`config.mk`:
```
export PLATFORM = sky130hd
export DESIGN_NAME = dmem_ctrl
export DESIGN_NICKNAME = d
export VERILOG_FILES = /design/src/rtl/dmem_ctrl_pkg.sv /design/src/rtl/dmem_ctrl_rdata_align.sv /design/src/rtl/dmem_ctrl.sv
export SDC_FILE = /design/constraint.sdc
export NUM_CORES = 1
export LEC_CHECK = 0
export CORE_ASPECT_RATIO = 0.8
export CORE_UTILIZATION = 30
export DETAILED_ROUTE_END_ITERATION = 10
export SLEW_MARGIN = 20
export SYNTH_ARGS = -nofsm -noshare
export SYNTH_HDL_FRONTEND = slang
export SYNTH_SLANG_ARGS = --single-unit
export TNS_END_PERCENT = 30
```
`constraint.sdc`:
```
create_clock -name clk -period 2.9 [get_ports clk]
set_clock_uncertainty 0.2 [all_clocks]
set_input_delay 0.87 -clock clk [delete_from_list [all_inputs] [get_ports clk]]
set_output_delay 0.87 -clock clk [all_outputs]
set_load 0.03 [all_outputs]
```
`src/rtl/dmem_ctrl_pkg.sv`:
```
// Shared definitions for the data-memory controller: access sizes, exception
// codes, address map bounds, controller states and store lane helpers.
package mem_defs;

    typedef enum logic [1:0] {
        SIZE_ILL  = 2'b00,
        SIZE_HALF = 2'b01,
        SIZE_BYTE = 2'b10,
        SIZE_WORD = 2'b11
    } size_e;

    typedef enum logic [1:0] {
        ST_IDLE,
        ST_DM_ACC,
        ST_BR_WAIT,
        ST_EXC
    } state_e;

    localparam logic [4:0] EXC_ADEL = 5'd4;
    localparam logic [4:0] EXC_ADES = 5'd5;
    localparam logic [4:0] EXC_DBE  = 5'd7;

    // Data memory starts at address zero, so only the top bound is needed.
    localparam logic [31:0] DM_LAST = 32'h0000_2FFF;
    localparam logic [31:0] BR_BASE = 32'h0000_7F00;
    localparam logic [31:0] BR_LAST = 32'h0000_7F1F;

    function automatic logic [3:0] store_be(input size_e size, input logic [1:0] lo);
        case (size)
            SIZE_WORD: store_be = 4'b1111;
            SIZE_HALF: store_be = lo[1] ? 4'b1100 : 4'b0011;
            SIZE_BYTE: store_be = 4'b0001 << lo;
            default:   store_be = 4'b0000;
        endcase
    endfunction

    function automatic logic [31:0] lane_rep(input size_e size, input logic [31:0] data);
        case (size)
            SIZE_BYTE: lane_rep = {4{data[7:0]}};
            SIZE_HALF: lane_rep = {2{data[15:0]}};
            default:   lane_rep = data;
        endcase
    endfunction

endpackage

```
`src/rtl/dmem_ctrl_rdata_align.sv`:
```
// Load data lane select and zero/sign extension; shared with the writeback stage.
module rdata_align
    import mem_defs::*;
(
    input  logic [31:0] rdata,
    input  logic [1:0]  addr_lo,
    input  size_e       size,
    input  logic        is_signed,
    output logic [31:0] data
);

    logic [7:0]  byte_sel;
    logic [15:0] half_sel;

    always_comb begin
        byte_sel = rdata[7:0];
        case (addr_lo)
            2'd0: byte_sel = rdata[7:0];
            2'd1: byte_sel = rdata[15:8];
            2'd2: byte_sel = rdata[23:16];
            2'd3: byte_sel = rdata[31:24];
            default: byte_sel = rdata[7:0];
        endcase
        half_sel = addr_lo[1] ? rdata[31:16] : rdata[15:0];

        case (size)
            SIZE_BYTE: data = {{24{is_signed & byte_sel[7]}}, byte_sel};
            SIZE_HALF: data = {{16{is_signed & half_sel[15]}}, half_sel};
            default:   data = rdata;
        endcase
    end

endmodule

```
`src/rtl/dmem_ctrl.sv`:
```
// M-stage data memory / peripheral bridge access controller.
// Optional bridge timeout (bus error, code 7) enabled by defining DMEM_CTRL_TIMEOUT_EN.
module dmem_ctrl
    import mem_defs::*;
#(
    parameter int unsigned BR_TIMEOUT = 15
) (
    input  logic        clk,
    input  logic        reset,
    input  logic        req_valid,
    input  logic        req_we,
    input  logic        req_signed,
    input  logic [1:0]  req_size,
    input  logic [31:0] req_addr,
    input  logic [31:0] req_wdata,
    output logic        req_ready,
    output logic        busy,
    output logic [31:0] dm_addr,
    output logic [3:0]  dm_be,
    output logic [31:0] dm_wdata,
    input  logic [31:0] dm_rdata,
    output logic        br_req,
    output logic        br_we,
    output logic [31:0] br_addr,
    output logic [31:0] br_wdata,
    input  logic        br_ack,
    input  logic [31:0] br_rdata,
    output logic        rsp_valid,
    output logic [31:0] rsp_data,
    output logic        exc_valid,
    output logic [4:0]  exc_code,
    input  logic        flush
);

    if (BR_TIMEOUT == 0) begin : g_bad_timeout
        $error("BR_TIMEOUT must be at least 1");
    end

    state_e      state;
    size_e       size_q;
    logic [1:0]  addr_lo_q;
    logic        we_q;
    logic        signed_q;
    logic        flushed_q;
    logic [3:0]  be_q;
    logic [31:0] load_data;

    logic misaligned;
    logic in_dm;
    logic in_br;
    logic bad_req;

`ifdef DMEM_CTRL_TIMEOUT_EN
    localparam int unsigned CNT_W = $clog2(BR_TIMEOUT + 1);
    logic [CNT_W-1:0] to_cnt;
`endif

    rdata_align u_rdata_align (
        .rdata     (dm_rdata),
        .addr_lo   (addr_lo_q),
        .size      (size_q),
        .is_signed (signed_q),
        .data      (load_data)
    );

    always_comb begin
        misaligned = 1'b0;
        case (size_e'(req_size))
            SIZE_WORD: misaligned = (req_addr[1:0] != 2'b00);
            SIZE_HALF: misaligned = req_addr[0];
            SIZE_BYTE: misaligned = 1'b0;
            default:   misaligned = 1'b1;
        endcase
        in_dm   = (req_addr <= DM_LAST);
        in_br   = (req_addr >= BR_BASE) && (req_addr <= BR_LAST);
        bad_req = misaligned || !(in_dm || (in_br && (req_size == SIZE_WORD)));
    end

    assign req_ready = (state == ST_IDLE);
    assign busy      = (state != ST_IDLE);
    // Byte enables are registered but gated by a same-cycle flush so a
    // cancelled store never reaches the memory.
    assign dm_be     = be_q & {4{~flush}};

    always_ff @(posedge clk or negedge reset) begin
        if (!reset) begin
            state     <= ST_IDLE;
            size_q    <= SIZE_ILL;
            addr_lo_q <= '0;
            we_q      <= 1'b0;
            signed_q  <= 1'b0;
            flushed_q <= 1'b0;
            be_q      <= '0;
            dm_addr   <= '0;
            dm_wdata  <= '0;
            br_req    <= 1'b0;
            br_we     <= 1'b0;
            br_addr   <= '0;
            br_wdata  <= '0;
            rsp_valid <= 1'b0;
            rsp_data  <= '0;
            exc_valid <= 1'b0;
            exc_code  <= '0;
`ifdef DMEM_CTRL_TIMEOUT_EN
            to_cnt    <= '0;
`endif
        end else begin
            rsp_valid <= 1'b0;
            rsp_data  <= '0;
            exc_valid <= 1'b0;
            exc_code  <= '0;
            case (state)
                ST_IDLE: begin
                    if (req_valid && !flush) begin
                        size_q    <= size_e'(req_size);
                        addr_lo_q <= req_addr[1:0];
                        we_q      <= req_we;
                        signed_q  <= req_signed;
                        flushed_q <= 1'b0;
                        if (bad_req) begin
                            state     <= ST_EXC;
                            exc_valid <= 1'b1;
                            exc_code  <= req_we ? EXC_ADES : EXC_ADEL;
                        end else if (in_dm) begin
                            state    <= ST_DM_ACC;
                            dm_addr  <= {req_addr[31:2], 2'b00};
                            dm_wdata <= lane_rep(size_e'(req_size), req_wdata);
                            be_q     <= req_we ? store_be(size_e'(req_size), req_addr[1:0]) : 4'b0000;
                        end else begin
                            state    <= ST_BR_WAIT;
                            br_req   <= 1'b1;
                            br_we    <= req_we;
                            br_addr  <= req_addr;
                            br_wdata <= req_wdata;
`ifdef DMEM_CTRL_TIMEOUT_EN
                            to_cnt   <= '0;
`endif
                        end
                    end
                end
                ST_DM_ACC: begin
                    state    <= ST_IDLE;
                    be_q     <= '0;
                    dm_addr  <= '0;
                    dm_wdata <= '0;
                    if (!flush) begin
                        rsp_valid <= 1'b1;
                        rsp_data  <= we_q ? 32'h0 : load_data;
                    end
                end
                ST_BR_WAIT: begin
                    if (flush) flushed_q <= 1'b1;
                    if (br_ack) begin
                        state    <= ST_IDLE;
                        br_req   <= 1'b0;
                        br_we    <= 1'b0;
                        br_addr  <= '0;
                        br_wdata <= '0;
                        if (!(flush || flushed_q)) begin
                            rsp_valid <= 1'b1;
                            rsp_data  <= we_q ? 32'h0 : br_rdata;
                        end
                    end
`ifdef DMEM_CTRL_TIMEOUT_EN
                    else if (to_cnt == CNT_W'(BR_TIMEOUT - 1)) begin
                        state     <= ST_EXC;
                        br_req    <= 1'b0;
                        br_we     <= 1'b0;
                        br_addr   <= '0;
                        br_wdata  <= '0;
                        exc_valid <= 1'b1;
                        exc_code  <= EXC_DBE;
                    end else begin
                        to_cnt <= to_cnt + 1'b1;
                    end
`endif
                end
                ST_EXC: state <= ST_IDLE;
                default: state <= ST_IDLE;
            endcase
        end
    end

endmodule

```
==> results of run 1 <==
-- per-stage QoR --
stage               total power [W]  cell area [sq um]  setup WS [ns]  hold slack, ns
detailed placement         0.006226              12260        -0.6153          0.2975
floorplan                  0.004814               8376      -0.008889          0.2597
CTS                        0.008735              13150       0.002202          0.2140
finish                     0.008645              13180       0.007794          0.2035
global route               0.009116              13180       -0.02616          0.2127
global placement           0.006182              12260        -0.5792          0.2884
-- layer usage --
layer / part of all wire / up-vias / wire, um
li1: - / 3586 / -
met1: 0.43 / 3761 / 13120
met2: 0.47 / 320 / 14250
met3: 0.084 / 31 / 2559
met4: 0.018 / 0 / 560
met5: 0 / - / 0
-- registers in the layout (all words and copies together), names as in the netlist, 4 cells and up --
signal    cells
dm_addr      30
rsp_data     32
be_q          4
br_addr      32
br_wdata     32
dm_wdata     32
-- cells in the final DEF (no fill, tap or decap), types with 9 or more instances in the layout --
cell type,instances
clkdlybuf4s50_1,293
dfrtp_1,176
nand2_1,97
o21ai_0,83
buf_4,65
o2bb2ai_1,58
nand2b_1,49
o211ai_1,36
a21oi_1,27
a22oi_1,24
a21boi_0,23
and3_1,19
buf_12,19
clkbuf_16,17
mux2_2,15
inv_1,10
a211oi_1,10
nand3_1,9
-- how the worst min path moves through the flow --
stage                                  start                       end  slack, ns  cells past startpoint
finish                                 reset    rsp_data[23]$_DFF_PN0_       0.20                      1
global placement    dm_wdata[23]$_DFFE_PN0P_  dm_wdata[23]$_DFFE_PN0P_       0.29                      1
floorplan               signed_q$_DFFE_PN0P_      signed_q$_DFFE_PN0P_       0.26                      2
detailed placement  dm_wdata[20]$_DFFE_PN0P_  dm_wdata[20]$_DFFE_PN0P_       0.30                      1
global route                           reset    rsp_data[23]$_DFF_PN0_       0.21                      1
CTS                                    reset   br_addr[13]$_DFFE_PN0P_       0.21                      1
-- cell usage after synthesis (3+ instances only) --
master	number	area share
dfrtp_1	176	0.53
nand2_1	97	0.044
o21ai_0	89	0.053
o2bb2ai_1	62	0.065
clkbuf_1	60	0.027
nand2b_1	49	0.037
o211ai_1	36	0.032
a21oi_1	27	0.016
a22oi_1	24	0.022
a21boi_0	23	0.021
and3_1	19	0.014
mux2_2	15	0.020
a211oi_1	10	0.0090
inv_1	10	0.0045
nand3_1	10	0.0060
ha_1	9	0.014
nor2b_1	8	0.0060
a221o_1	7	0.0084
buf_4	6	0.0054
nor2_1	6	0.0027
nor3_1	6	0.0036
buf_2	5	0.0030
buf_6	4	0.0054
nor4_1	4	0.0030
nand4_1	3	0.0023
-- logic make-up after synthesis --
logic type | Yosys count
DFF | 176
and+or+nand+nor | 221
buffers and inverters | 86
adders and majority gates | 9
AOI/OAI and AO/OA | 294
muxes | 17
other | 1
-- area by class of cell --
| class | count | area [sq um] | share of cell area |
|---|---|---|---|
| Sequential cell | 176 | 4404 | 0.3341 |
| Timing Repair Buffer | 390 | 3985 | 0.3023 |
| Multi-Input combinational cell | 546 | 3677 | 0.2789 |
| Clock buffer | 21 | 470.5 | 0.03569 |
| Tap cell | 364 | 455.4 | 0.03455 |
| Clock inverter | 11 | 152.6 | 0.01158 |
| Inverter | 10 | 37.54 | 0.002847 |
-- power by group through the flow --
stage / combinational [W] / clock [W] / sequential [W]
after detailed placement: 0.00328 / 0 / 0.00294
after CTS: 0.00330 / 0.00253 / 0.00290
after floorplan: 0.00149 / 0 / 0.00333
after global placement: 0.00326 / 0 / 0.00292
final: 0.00329 / 0.00246 / 0.00290
after global routing: 0.00355 / 0.00264 / 0.00293
-- worst max-delay path: stages --
cell and delay [ns]:
clkdlybuf4s50_1 0.41, buf_4 0.18, nor2b_1 0.21, buf_12 0.16
-- repair_timing --
| item | in CTS | in global routing |
|---|---|---|
| setup endpoints to repair | 133 | 71 |
| gates cloned | 4 | 0 |
| gates resized for setup | 27 | 6 |
| pin swaps | 5 | 4 |
| setup buffers | 9 | 3 |
==> PnR_summary.wiki, run 1 <==
{| class="wikitable"
! Metric !! Value
|-
| Capturing element of the worst setup path || dm_be[2]
|-
| Quantity of hold-fixing buffers added after cts || 0
|-
| Net switching power figure || 0.003116 W
|-
| Arrival time of the worst setup path || 1.82 ns
|-
| Horiz. Die Dim || 188.4 um
|-
| CTS Sinks || 176
|-
| Leakage power || 5.564 nW
|-
| Setup slack, reg-to-reg || 0.55 ns
|-
| Cell-internal power || 0.005529 W
|-
| I/O pin cnt || 312
|-
| Normalized max-slew margin || 0.5964
|-
| Height of the die || 151.1 um
|-
| Number of cell rows || 54
|-
| GRT met1 Usage || 0.2798
|-
| Met2 usage || 0.3520
|-
| Final cell count without fillers || 1518
|-
| Synthesized-area fraction occupied by ao, oa, aoi and oai cells || 0.2467
|-
| DPL Wire Length || 21.75 mm
|-
| Global-route wire length before repair || 46.69 mm
|-
| Tmin final || 2.892 ns
|-
| Critical path start-end classification || input port to output port
|-
| Power density of the placed cells || 655.8 mW/mm^2
|-
| Actual transition at the worst max-transition pin || 0.6054 ns
|-
| Number of nets with antenna violations after routing || 0
|-
| Worst reg-to-reg path cell count || 10
|-
| Number of global-route vias before repair || 7668
|-
| Number of input and output port buffers inserted || 306
|-
| Number of violations reported at the end of detailed-routing iteration 0 || 415
|-
| Worst-path clk slew || 0.07 ns
|-
| Final period utilization || 0.9973
|-
| Adder and majority cell fraction of the synthesized area || 0.01351
|-
| Top Usage Layer GRT || met2
|-
| Final GP Congestion || 0.8477
|-
| Max-capacitance violation count || 0
|-
| Synthesis-to-layout area growth || 58.17%
|-
| Number of synthesized register bits || 176
|-
| Maximum number of pins on one net before global-route repair || 57
|-
| Fraction of final layout cells with drive strength greater than 1 || 0.1430
|-
| Worst hold path type || input port to async pin
|-
| Share of synthesized registers carrying an async set or reset || 1.000
|-
| Initial antenna violation count || 0
|-
| Share of power burned in the clock network || 0.285
|-
| Cell area after synthesis || 0.008334 sq mm
|-
| Initial standard-cell utilization of the core || 0.3053
|-
| Area fraction in and, or, nand and nor cells after synthesis || 0.1410
|-
| Global routing usage on met3 || 0.06140
|-
| Launching element type of the critical path || input port
|-
| Proportion of synthesized area in mux cells || 0.02417
|-
| Vias post-DR || 7698
|-
| Total count of max-transition violations in the final report || 0
|-
| Total iterations of the first detailed-routing run || 5
|-
| Worst R2R End || br_wdata[28]$_DFFE_PN0P_
|-
| Placed cell count || 1471
|-
| CTS Buf Count || 17
|-
| Logic gate share of total power || 0.380
|-
| Core area || 0.02730 sq mm
|-
| GRT Overall Usage || 0.2158
|-
| Post-route DRC || 0
|-
| Clock network latency to the later pin of the worst-skew pair || 0.43 ns
|-
| DRT Wirelength || 30.49 mm
|-
| Unrepaired setup endpoints after global routing || true
|-
| Main synth FF type || dfrtp_1
|-
| Endpoint required time on the critical path || 1.83 ns
|-
| Sum of negative setup slack || 0 ns
|-
| Per-instance average area after synthesis || 10.37 sq um
|-
| Clock root buffer master || clkbuf_16
|-
| Highest fanout seen on the critical path || 8
|-
| Post-synthesis share of cell area spent on xor and xnor gates || 0
|-
| Net switching share of the total power || 0.3604
|-
| Instance count of the mapped netlist || 804
|-
| Portion of the post-synthesis area used by sequential elements || 0.5284
|-
| Clock tree from TritonCTS || built
|-
| Post-synth cell types || 57
|-
| Combinational family with the most area after synthesis || compound AO/OA/AOI/OAI gates
|-
| Via density || 5.071
|-
| Maximum VDD drop || 0.0004114 V
|-
| Final net count || 1287
|-
| Source of the worst register-to-register timing path || state[0]$_DFFE_PN0P_
|-
| Critical Path Start || flush
|-
| Mean routed wirelength per cell || 20.09 um
|-
| Die Footprint || 0.02846 sq mm
|-
| Number of buffers on the longest clock path || 2
|-
| Final setup viols || 0
|-
| Fillers || 2532
|-
| Fmax achieved || 345.8 MHz
|-
| Synth warn || 0
|-
| Kind of end point of the critical path || output port
|-
| Status || complete, no violations
|-
| Hold violation count in the final report || 0
|-
| Diode insertion count for antenna repair || 0
|-
| Number of flops mapped to enable cells by yosys || 0
|-
| CTS H-Tree Depth || 4
|-
| Reg power frac || 0.335
|-
| Total grt overflow || 0
|-
| Layout Utilization || 0.4829
|}
Power figures use the tool's default switching activity.
==> inputs of run 2 (changes only) <==
- SYNTH_HIERARCHICAL: not set -> 1
==> PnR_summary.wiki, run 2 <==
{| class="wikitable"
! Metric !! Value
|-
| Clock tree from TritonCTS || built
|-
| Cell area after synthesis || 0.007796 sq mm (-6.5%)
|-
| DRT Wirelength || 27.07 mm (-11%)
|-
| Final setup viols || 0 (unchanged)
|-
| Worst reg-to-reg path cell count || 9 (-1)
|-
| CTS H-Tree Depth || 4 (unchanged)
|-
| Most instantiated cells after synthesis || dfrtp_1 (176), a22oi_1 (46), a21oi_1 (43), nor2_1 (41)
|-
| Number of violations reported at the end of detailed-routing iteration 0 || 401 (-3.4%)
|-
| Global-route wire length before repair || 41.73 mm (-11%)
|-
| Total iterations of the first detailed-routing run || 5 (unchanged)
|-
| Number of flops mapped to enable cells by yosys || 0 (unchanged)
|-
| Fraction of final layout cells with drive strength greater than 1 || 0.1351 (-0.007926)
|-
| Combined area of the multi-input logic cells || 0.003042 sq mm (-17%)
|-
| Launching element type of the critical path || input port
|-
| Normalized max-slew margin || 0.5382 (-0.05820)
|-
| Critical path start-end classification || input port to flip-flop
|-
| GRT Overall Usage || 0.2064 (-0.009472)
|-
| Clock root buffer master || clkbuf_16
|-
| Tmin final || 2.853 ns (-0.03900 ns)
|-
| Maximum VDD drop || 0.0005059 V (+23%)
|-
| Top cell type by total area after synthesis || dfrtp_1
|-
| Leakage power || 5.435 nW (-2.3%)
|-
| Number of buffers on the longest clock path || 2 (unchanged)
|-
| Hold violation count in the final report || 0 (unchanged)
|-
| Initial standard-cell utilization of the core || 0.3072 (+0.001922)
|-
| Met3 Routed Length || 2.167 mm (-15%)
|-
| Per-instance average area after synthesis || 11.45 sq um (+10%)
|-
| Post-synth cell types || 55 (-3.5%)
|-
| Total power draw || 0.008923 W (+3.2%)
|-
| Total grt overflow || 0 (unchanged)
|-
| Highest fanout seen on the critical path || 22 (+14)
|-
| Fillers || 2352 (-7.1%)
|-
| DPL Wire Length || 19.22 mm (-12%)
|-
| Arrival time of the worst setup path || 3.01 ns (+1.19 ns)
|-
| Fmax achieved || 350.5 MHz (+1.4%)
|-
| Number of nets with antenna violations after routing || 0 (unchanged)
|-
| Actual transition at the worst max-transition pin || 0.6896 ns (+0.08428 ns)
|-
| Leading cell type in the layout, fill and taps excluded || clkdlybuf4s50_1
|-
| Diode insertion count for antenna repair || 0 (unchanged)
|-
| Maximum number of pins on one net before global-route repair || 67 (+18%)
|-
| Commonest cells after routing, fill and taps aside || clkdlybuf4s50_1 (298), dfrtp_1 (176), a22oi_1 (46)
|-
| Final period utilization || 0.9839 (-0.01345)
|-
| Power density of the placed cells || 730.5 mW/mm^2 (+11%)
|-
| Die Footprint || 0.02664 sq mm (-6.4%)
|-
| CTS Sinks || 176 (unchanged)
|-
| CTS Buf Count || 17 (unchanged)
|-
| Synthesis-to-layout area growth || 56.68%
|-
| Vias post-DR || 6707 (-13%)
|-
| Initial antenna violation count || 1 (+1)
|-
| Area taken by flip-flops and latches || 0.004404 sq mm (unchanged)
|-
| Yosys top cell area share || 0.5649 (+0.03647)
|-
| Final instance area || 0.01222 sq mm (-7.3%)
|-
| Max-capacitance violation count || 0 (unchanged)
|-
| Share of synthesized registers carrying an async set or reset || 1.000 (unchanged)
|-
| Number of synthesized register bits || 176 (unchanged)
|-
| Total count of max-transition violations in the final report || 0 (unchanged)
|-
| Kind of end point of the critical path || flip-flop
|-
| Met1 Wirelength || 12.23 mm (-6.8%)
|-
| Clock network latency to the later pin of the worst-skew pair || 0.43 ns (about the same)
|-
| Instance count of the mapped netlist || 681 (-15%)
|-
| Number of cell rows || 52 (-3.7%)
|-
| Layout Utilization || 0.4814 (-0.001538)
|-
| Via density || 5.039 (-0.63%)
|-
| I/O pin cnt || 312 (unchanged)
|-
| Number of input and output port buffers inserted || 306 (unchanged)
|-
| Synth warn || 6 (+6)
|-
| Core area || 0.02537 sq mm (-7.0%)
|-
| Worst-path clk slew || 0.09 ns (+0.02 ns)
|-
| Placed instance area || 0.01152 sq mm (-6.1%)
|-
| Post-route DRC || 0 (unchanged)
|-
| Most frequent cell after synthesis || dfrtp_1
|-
| Final net count || 1140 (-11%)
|-
| Sum of negative setup slack || 0 ns (unchanged)
|-
| Status || complete, no violations
|-
| Most area-consuming cells after synthesis || dfrtp_1 (56%), a32o_1 (4.6%), a22oi_1 (4.4%), a22o_1 (3.4%), mux2_2 (3.2%)
|-
| Quantity of hold-fixing buffers added after cts || 0 (unchanged)
|-
| Final GP Congestion || 0.8162 (-3.7%)
|-
| Mean routed wirelength per cell || 20.33 um (+1.2%)
|-
| Highest metal layer with signal wires || met5
|-
| Endpoint required time on the critical path || 3.06 ns (+1.23 ns)
|-
| Main synth FF type || dfrtp_1
|-
| Portion of the post-synthesis area used by sequential elements || 0.5649 (+0.03647)
|-
| Met2 wirelength from detailed routing || 12.08 mm (-15%)
|-
| Height of the die || 146.2 um (-3.2%)
|-
| Worst hold path type || input port to async pin
|-
| Fin Hold WS || 0.1570 ns (-0.04658 ns)
|-
| Number of global-route vias before repair || 6937 (-9.5%)
|-
| Horiz. Die Dim || 182.2 um (-3.2%)
|}
-- run 2: cell types whose count changed after synthesis, sizes merged, moves of 36 or more --
cell	previous run	this run
nand2b	49	4
nand2	98	23
o21ai	90	23
o211ai	36	0
o2bb2ai	64	7
-- run 2: timing repair --
action | 4_1_cts | 5_1_grt
buffers inserted | 0 | 1
endpoints found under the setup margin | 89 | 34
gates resized for setup | 11 | 1
pin swaps | 0 | 1
gates cloned | 1 | 0
-- run 2: power breakdown --
group	total (W)	leakage, nW	internal [W]	switching (W)
Clock	0.00243	0.303	0.00119	0.00123
Combinational	0.00359	2.73	0.00150	0.00209
Sequential	0.00290	2.40	0.00273	0.000172
Total	0.00892	5.43	0.00542	0.00350
-- run 2: cells by family after synthesis --
group	count (synthesis)	share of synthesized area
buffers and inverters	93	0.05473
AOI/OAI and AO/OA	210	0.2040
adders and majority gates	9	0.01444
other	1	0.0004810
and+or+nand+nor	150	0.1034
muxes	42	0.05810
DFF	176	0.5649
-- run 2: final timing paths --
| kind | slack, ns | start | endpoint |
|---|---|---|---|
| setup / recovery | 0.05 | req_addr[28] | br_wdata[21]$_DFFE_PN0P_ |
| hold / removal | 0.16 | reset | br_addr[20]$_DFFE_PN0P_ |
| setup reg to reg | 0.49 | state[0]$_DFFE_PN0P_ | br_wdata[21]$_DFFE_PN0P_ |
| hold reg to reg | 0.29 | dm_addr[15]$_DFFE_PN0P_ | dm_addr[15]$_DFFE_PN0P_ |
| max in group asynchronous | 1.63 | reset | dm_wdata[20]$_DFFE_PN0P_ |
| min in group clk | 0.29 | dm_addr[15]$_DFFE_PN0P_ | dm_addr[15]$_DFFE_PN0P_ |
-- run 2: worst max-delay path, stage by stage --
cell             delay, ns
clkdlybuf4s50_1       0.45
or4_4                 0.59
a2111oi_4             0.19
buf_4                 0.19
and4b_2               0.26
buf_4                 0.12
buf_12                0.16
a32o_1                0.15
-- run 2: metal layers --
| layer | GRT usage | vias to the layer above |
|---|---|---|
| met5 | 0 | - |
| met4 | 0.06723 | 2 |
| met3 | 0.06211 | 33 |
| met2 | 0.3128 | 266 |
| met1 | 0.2810 | 3308 |
| li1 | - | 3098 |
-- run 2: final cells by class --
| cell class | count | area share |
|---|---|---|
| multi-input cells | 416 | 0.2490 |
| clock inverters | 15 | 0.01711 |
| well taps | 324 | 0.03319 |
| repair buffers | 356 | 0.2970 |
| flip-flops and latches | 176 | 0.3605 |
| inverters | 27 | 0.008297 |
| clock buffers | 17 | 0.03483 |
-- run 2: through the flow --
step / setup slack [ns] / std cells
detailed placement: -0.5980 / 1297
finish: 0.04679 / 1331
global route: -0.009529 / 1331
CTS: 0.02901 / 1330
floorplan: 0.003405 / 685
global placement: -0.5734 / 1297
==> inputs of run 3 (changes only) <==
- CTS_CLUSTER_DIAMETER: not set -> 120
- clock period: 2.9 -> 3.2 ns (I/O delays scaled with it)
==> PnR_summary.wiki, run 3 (synthesized netlist as in run 2, its figures left out) <==
{| class="wikitable"
! Metric !! Value
|-
| Unrepaired setup endpoints after global routing || false
|-
| Tmin final || 3.094 ns
|-
| Final net count || 1124 (-1.4%)
|-
| Diode insertion count for antenna repair || 0 (unchanged)
|-
| Highest fanout seen on the critical path || 10 (-55%)
|-
| Fmax achieved || 323.2 MHz
|-
| Via density || 5.011 (-0.56%)
|-
| Fraction of final layout cells with drive strength greater than 1 || 0.1181 (-0.01699)
|-
| Post-route DRC || 0 (unchanged)
|-
| Critical path start-end classification || input port to output port
|-
| Number of input and output port buffers inserted || 306 (unchanged)
|-
| Status || complete, no violations
|-
| Arrival time of the worst setup path || 1.93 ns (-1.08 ns)
|-
| Clock network latency to the later pin of the worst-skew pair || 0.43 ns (about the same)
|-
| Number of cell rows || 52 (unchanged)
|-
| CTS H-Tree Depth || 4 (unchanged)
|-
| Leakage power || 5.313 nW (-2.2%)
|-
| Hold violation count in the final report || 0 (unchanged)
|-
| Max-capacitance violation count || 0 (unchanged)
|-
| Post-CTS setup buffer count || 0 (unchanged)
|-
| Actual transition at the worst max-transition pin || 0.7101 ns (+0.02049 ns)
|-
| Final GP Congestion || 0.8252 (+1.1%)
|-
| CTS Sinks || 176 (unchanged)
|-
| Quantity of hold-fixing buffers added after cts || 0 (unchanged)
|-
| Worst reg-to-reg path cell count || 6 (-3)
|-
| Height of the die || 146.2 um (unchanged)
|-
| Number of violations reported at the end of detailed-routing iteration 0 || 354 (-12%)
|-
| Leading cell type in the layout, fill and taps excluded || clkdlybuf4s50_1
|-
| Total iterations of the first detailed-routing run || 5 (unchanged)
|-
| Sum of negative setup slack || 0 ns (unchanged)
|-
| Synthesis-to-layout area growth || 53.91%
|-
| Cells resized by post-CTS repair || 1 (-10)
|-
| Power density of the placed cells || 657.7 mW/mm^2 (-10%)
|-
| Commonest cells after routing, fill and taps aside || clkdlybuf4s50_1 (300), dfrtp_1 (176), a22oi_1 (46)
|-
| I/O pin cnt || 312 (unchanged)
|-
| Fillers || 2383 (+1.3%)
|-
| Clock root buffer master || clkbuf_16
|-
| DPL Wire Length || 19.19 mm (-0.14%)
|-
| Placed instance area || 0.01142 sq mm (-0.85%)
|-
| Initial standard-cell utilization of the core || 0.3072 (unchanged)
|-
| Final setup viols || 0 (unchanged)
|-
| Number of buffers on the longest clock path || 2 (unchanged)
|-
| Source of the worst register-to-register timing path || size_q[0]$_DFFE_PN0P_
|-
| GRT Overall Usage || 0.2044 (-0.001941)
|-
| Endpoint required time on the critical path || 2.04 ns (-1.02 ns)
|-
| Die Footprint || 0.02664 sq mm (unchanged)
|-
| Maximum VDD drop || 0.0004263 V (-16%)
|-
| Core area || 0.02537 sq mm (unchanged)
|-
| Maximum number of pins on one net before global-route repair || 65 (-3.0%)
|-
| Mean routed wirelength per cell || 20.23 um (-0.50%)
|-
| Number of nets with antenna violations after routing || 0 (unchanged)
|-
| Total grt overflow || 0 (unchanged)
|-
| Normalized max-slew margin || 0.5266 (-0.01165)
|-
| Number of global-route vias before repair || 6728 (-3.0%)
|-
| Worst-path clk slew || 0.08 ns (about the same)
|-
| CTS Buf Count || 17 (unchanged)
|-
| Initial antenna violation count || 3 (+2)
|-
| DRT Wirelength || 26.61 mm (-1.7%)
|-
| Total count of max-transition violations in the final report || 0 (unchanged)
|-
| Global-route wire length before repair || 41.22 mm (-1.2%)
|-
| Launching element type of the critical path || input port
|-
| Vias post-DR || 6589 (-1.8%)
|-
| Setup slack, reg-to-reg || 0.81 ns (+0.32 ns)
|-
| Horiz. Die Dim || 182.2 um (unchanged)
|-
| Final period utilization || 0.9669
|-
| Worst R2R End || rsp_data[20]$_DFF_PN0_
|-
| Final instance area || 0.01200 sq mm (-1.8%)
|-
| Worst hold path type || input port to async pin
|-
| Clock tree from TritonCTS || built
|-
| Kind of end point of the critical path || output port
|}
[run 3: how the worst max path moves through the flow]
stage | slack, ns | endpoint | depth (start not counted) | start
finish | 0.11 | dm_be[1] | 4 | flush
global route | 0.05 | dm_be[0] | 4 | flush
CTS | 0.09 | dm_be[1] | 4 | flush
detailed placement | -0.32 | br_wdata[23]$_DFFE_PN0P_ | 6 | req_addr[6]
global placement | -0.25 | br_wdata[19]$_DFFE_PN0P_ | 6 | req_addr[6]
floorplan | 0.15 | dm_addr[2]$_DFFE_PN0P_ | 6 | req_addr[28]
[run 3: per-stage QoR]
stage	hold slack, ns	cells	util	total power (W)	setup WS [ns]
2_1_floorplan	0.2701	685	-	0.004665	0.1495
4_1_cts	0.2835	1315	0.4727	0.007975	0.08685
6_report	0.2814	1315	0.4729	0.007892	0.1059
3_5_place_dp	0.2710	1283	0.4501	0.005881	-0.3185
3_3_place_gp	0.2695	1283	0.4501	0.005868	-0.2480
5_1_grt	0.2942	1315	0.4729	0.008327	0.04685
[run 3: worst max-delay path, cell delays in order]
cell and delay [ns]:
clkdlybuf4s50_1 0.44, buf_12 0.16, nor2b_1 0.20, buf_12 0.16
[run 3: final cells by class]
type	count	area, sq um	area share
Tap cell	324	405.4	0.03379
Timing Repair Buffer	340	3486	0.2905
Inverter	27	101.3	0.008446
Sequential cell	176	4404	0.3670
Clock inverter	15	148.9	0.01241
Multi-Input combinational cell	416	3028	0.2523
Clock buffer	17	425.4	0.03545
[run 3: metal layers]
| layer | wire length [um] | global-route usage |
|---|---|---|
| met1 | 12020 | 0.2802 |
| met2 | 11980 | 0.3067 |
| met3 | 2066 | 0.06735 |
| met4 | 501 | 0.05924 |
| met5 | 39 | 0 |
[run 3: where the power goes]
group	internal (W)	total, W	switching [W]
clock network	0.00104	0.00206	0.00102
logic	0.00132	0.00317	0.00185
registers	0.00248	0.00266	0.000186
